`config.mk`:
```
export PLATFORM = sky130hd
export DESIGN_NAME = port_deprioritizer_pipe
export DESIGN_NICKNAME = d
export VERILOG_FILES = /design/src/rtl/port_deprioritizer_pipe.sv
export SDC_FILE = /design/constraint.sdc
export NUM_CORES = 1
export LEC_CHECK = 0
export BUFFER_PORTS_ARGS = -buffer_cell sky130_fd_sc_hd__buf_4
export CAP_MARGIN = 0
export CORE_MARGIN = 2
export CORE_UTILIZATION = 30
export DETAILED_ROUTE_END_ITERATION = 10
export GPL_TIMING_DRIVEN = 0
export SKIP_LAST_GASP = 1
export SYNTH_ARGS = -nofsm -noshare
export SYNTH_HDL_FRONTEND = slang
export SYNTH_SLANG_ARGS = --single-unit
```
`constraint.sdc`:
```
create_clock -name clk -period 5.97 [get_ports clk]
set_input_delay 1.194 -clock clk [delete_from_list [all_inputs] [get_ports clk]]
set_output_delay 1.194 -clock clk [all_outputs]
set_load 0.03 [all_outputs]
```
`src/rtl/port_deprioritizer_pipe.sv`:
```
// Port deprioritizer pipe: routes each input lane to the output port named by
// its original-port ID, with lowest-lane-wins arbitration, a one-deep register
// slot per output port, and saturating collision/drop event counters.
module port_deprioritizer_pipe #(
    parameter int unsigned WIDTH     = 8,
    parameter int unsigned NUM_PORTS = 3,
    parameter int unsigned ID_W      = 2
) (
    input  logic                         clk,
    input  logic                         rst_n,
    input  logic [NUM_PORTS*ID_W-1:0]    in_id,
    input  logic [NUM_PORTS*WIDTH-1:0]   in_data,
    input  logic [NUM_PORTS-1:0]         in_valid,
    output logic [NUM_PORTS-1:0]         in_ready,
    output logic [NUM_PORTS*WIDTH-1:0]   out_data,
    output logic [NUM_PORTS-1:0]         out_valid,
    input  logic [NUM_PORTS-1:0]         out_ready,
    input  logic                         clr_cnt,
    output logic [7:0]                   collision_cnt,
    output logic [7:0]                   drop_cnt
);

    localparam int unsigned CNT_W   = 8;
    localparam logic [CNT_W-1:0] CNT_MAX = CNT_W'(255);

    logic [ID_W-1:0]      lane_id  [NUM_PORTS];
    logic [ID_W-1:0]      tgt      [NUM_PORTS];
    logic [NUM_PORTS-1:0] id_ok;
    logic [NUM_PORTS-1:0] lost;
    logic [NUM_PORTS-1:0] slot_free;
    logic [NUM_PORTS-1:0] hit;
    logic [WIDTH-1:0]     win_data [NUM_PORTS];
    logic                 coll_any;
    logic                 drop_any;

    // Decode IDs, arbitrate per target port and derive ready/slot-load controls.
    always_comb begin
        in_ready = '0;
        id_ok    = '0;
        lost     = '0;
        hit      = '0;
        for (int unsigned p = 0; p < NUM_PORTS; p++) begin
            slot_free[p] = !out_valid[p] || out_ready[p];
            win_data[p]  = '0;
        end
        for (int unsigned i = 0; i < NUM_PORTS; i++) begin
            lane_id[i] = in_id[i*ID_W +: ID_W];
            id_ok[i]   = (lane_id[i] != '0) && (lane_id[i] <= ID_W'(NUM_PORTS));
            tgt[i]     = lane_id[i] - ID_W'(1);
        end
        // A lane loses only to a lower lane that is actually presenting a beat.
        for (int unsigned i = 1; i < NUM_PORTS; i++) begin
            for (int unsigned j = 0; j < i; j++) begin
                if (in_valid[j] && id_ok[j] && id_ok[i] && (tgt[j] == tgt[i]))
                    lost[i] = 1'b1;
            end
        end
        for (int unsigned i = 0; i < NUM_PORTS; i++) begin
            if (!id_ok[i]) begin
                in_ready[i] = 1'b1;
            end else begin
                for (int unsigned p = 0; p < NUM_PORTS; p++) begin
                    if (tgt[i] == ID_W'(p)) begin
                        in_ready[i] = !lost[i] && slot_free[p];
                        if (in_valid[i] && !lost[i] && slot_free[p]) begin
                            hit[p]      = 1'b1;
                            win_data[p] = in_data[i*WIDTH +: WIDTH];
                        end
                    end
                end
            end
        end
        coll_any = |(in_valid & lost);
        drop_any = |(in_valid & ~id_ok);
    end

    // Output slots: load on a winning transfer, drain when consumed, hold when stalled.
    always_ff @(posedge clk) begin
        if (!rst_n) begin
            out_valid <= '0;
            out_data  <= '0;
        end else begin
            for (int unsigned p = 0; p < NUM_PORTS; p++) begin
                if (hit[p]) begin
                    out_data[p*WIDTH +: WIDTH] <= win_data[p];
                    out_valid[p]               <= 1'b1;
                end else if (out_ready[p]) begin
                    out_valid[p] <= 1'b0;
                end
            end
        end
    end

    // Saturating event counters; clear wins over a same-cycle increment.
    always_ff @(posedge clk) begin
        if (!rst_n) begin
            collision_cnt <= '0;
            drop_cnt      <= '0;
        end else if (clr_cnt) begin
            collision_cnt <= '0;
            drop_cnt      <= '0;
        end else begin
            if (coll_any && (collision_cnt != CNT_MAX))
                collision_cnt <= collision_cnt + CNT_W'(1);
            if (drop_any && (drop_cnt != CNT_MAX))
                drop_cnt <= drop_cnt + CNT_W'(1);
        end
    end

endmodule

```
==> run summary <==
status = complete, no violations
metal2 WL = 3710 um
worst-path fanout max = 7
leading area contributor after synthesis = dfxtp_1
register area = 861 um^2
post-synth net total = 349
drc violations = 0
H-tree depth = 2
Core Util, Final = 0.428
register area share after synthesis = 0.351
Max stage delay on crit path = 0.39 ns
crit-path cells = buf_4 > inv_1 > ha_1 > nand2b_1 > nor3_1 > nor2_1 > a21o_1 > buf_4
initial core utilization = 0.314
post-CTS resize count = 0
pin count of the biggest net entering global routing = 14
Yosys top cell area share = 0.351
met1 WL = 3370 um
maxcap violations = 0
CTS tree = yes
synthesized area = 2450 um^2
initial antenna violation count = 0
CP required = 4.78 ns
Top-Level Pins = 85
#FFs+latches synth = 43
clock tree sinks = 43
post-DR vias/cell = 5.13
Primary FF master, synth = dfxtp_1
WS Path Type = in2out
Rows = 32
Detailed Route Iter0 Violations = 111
Setup Buffers After CTS = 0
IO buf count = 84
fin nets = 440
Fmax achieved = 256 MHz
number of global-route vias before repair = 2,493
final antenna-violating net count = 0
Synth warnings = 0
met3 WL = 640 um
PD cells = 233 nW/um^2
Final Routed Wirelength = 7770 um
CP startpoint kind = primary input
Final Cell Area = 3340 um^2
# diodes = 0
Bufs and invs on worst path = 3
asr flop ratio synth = 0
clock tree buffer depth = 2
dpl hpwl = 5830 um
period utilization = 0.656
Area growth syn-to-layout = 36.3%
syn_area_per_cell = 8.28 um^2
setup_tns = 0 ns
Rel. slew slack = 0.535
DR vias = 2,516
total global-route track usage = 0.175
Die W = 94.4 um
Crit path top cell by count = buf_4
Yosys cell types = 42
most common library cells after synthesis = 43 x dfxtp_1, 34 x nand2_1, 33 x nor2_1
post-placement cell area = 3210 um^2
WL per Instance = 15.8 um
Final Power = 781 uW
Clock Root Buffer = clkbuf_8
post-layout min period = 3.91 ns
Core ar. = 7810 um^2
top-count cell post-synth = dfxtp_1
synth top area cells = dfxtp_1 35%, ha_1 7.1%, mux2i_1 6.5%
Lkg Pwr = 1.54 nW
RSZ-0062 raised after global routing = false
Final setup viols = 0
cts hold-fix bufs = 0
Peak supply drop = 0.0789 mV
Num CTS Buffers = 5
Skew-Pair Late Insertion Delay = 0.30 ns
Max Clock Skew = 0.00889 ns
share of cells above drive strength 1 = 0.255
CP max stage cell = nor2_1
Worst Tran Pin Value = 0.696 ns
cell family with most CP delay = simple AND/OR/NAND/NOR gates
Fill cells = 822
HP Class = reg2reg
Final Hold Slack = 0.500 ns
total grt overflow = 0
DR top layer = met4
die area = 8910 um^2
Clock Pin Slew Worst Setup and Hold Paths = 0.08 ns
footprint of the multi-input gates = 1520 um^2
EDFF count, synth = 0
gpl congestion = 0.835
CP arrival = 2.72 ns
max-slew violations = 0
final hold violation count = 0
first-pass GRT wire length = 12,200 um
die height = 94.4 um
Post-Synthesis Cells = 296
drt first pass iters = 5
CP endpoint kind = primary output
registers in the layout (all words and copies together) (netlist names):
signal	count
out_valid	3
drop_cnt	8
out_data	24
collision_cnt	8
metrics by stage:
step,instances,setup WS [ns]
after global placement,482,2.07
after detailed placement,482,2.07
final,490,2.06
after global routing,490,1.94
after floorplan,296,2.41
after CTS,490,2.07
where the power goes:
part           switching (mW)  internal, mW  leakage [nW]  total (mW)
registers              0.0103         0.303         0.350       0.313
logic                   0.117        0.0786          1.12       0.196
clock network           0.104         0.167        0.0654       0.271
metal layers:
layer  vias to the layer above  GRT usage
met4                         0     0.0423
met2                        87      0.301
li1                       1269          -
met5                         -          0
met1                      1153      0.217
met3                         7     0.0479
worst min-delay path: stages, from the launching register on:
cell and delay, ns:
dfxtp_1 0.34, nand2_1 0.06, o21ai_0 0.06
final cells by class:
type	count	area share
multi-input cells	235	0.455
flip-flops and latches	43	0.257
repair buffers	84	0.189
well taps	102	0.0382
clock buffers	6	0.0217
clock inverters	2	0.0180
plain buffers	9	0.0105
inverters	9	0.0101
cell usage in the layout, fill, tap and decap left out, drive strengths merged, types with 3 or more instances in the layout:
master,n
xor2,9
nand2b,8
xnor2,5
clkbuf,13
ha,14
mux2i,16
o22ai,25
inv,9
a21oi,14
o21bai,3
o32ai,9
buf,86
o21ai,13
nand3,8
nor3,5
nand2,35
and3,4
dfxtp,43
nor2,33
nand4,9
or3,5
final timing paths:
kind / endpoint / from / slack (ns) / cells past startpoint
max: in_ready[2] / in_id[2] / 2.06 / 8
min: collision_cnt[1] / collision_cnt[1] / 0.50 / 2
max reg2reg: out_data[5] / out_valid[0] / 3.71 / 8
min reg2reg: collision_cnt[1] / collision_cnt[1] / 0.50 / 2
cell families after synthesis:
logic type,share of synthesized area
flip-flops,0.351
multiplexers,0.0699
adder cells (fa/ha/maj),0.0714
AND/OR/NAND/NOR,0.230
AO/OA/AOI/OAI,0.200
buffers and inverters,0.0281
XOR/XNOR,0.0500
No activity file was read; power rests on OpenSTA's default activity.
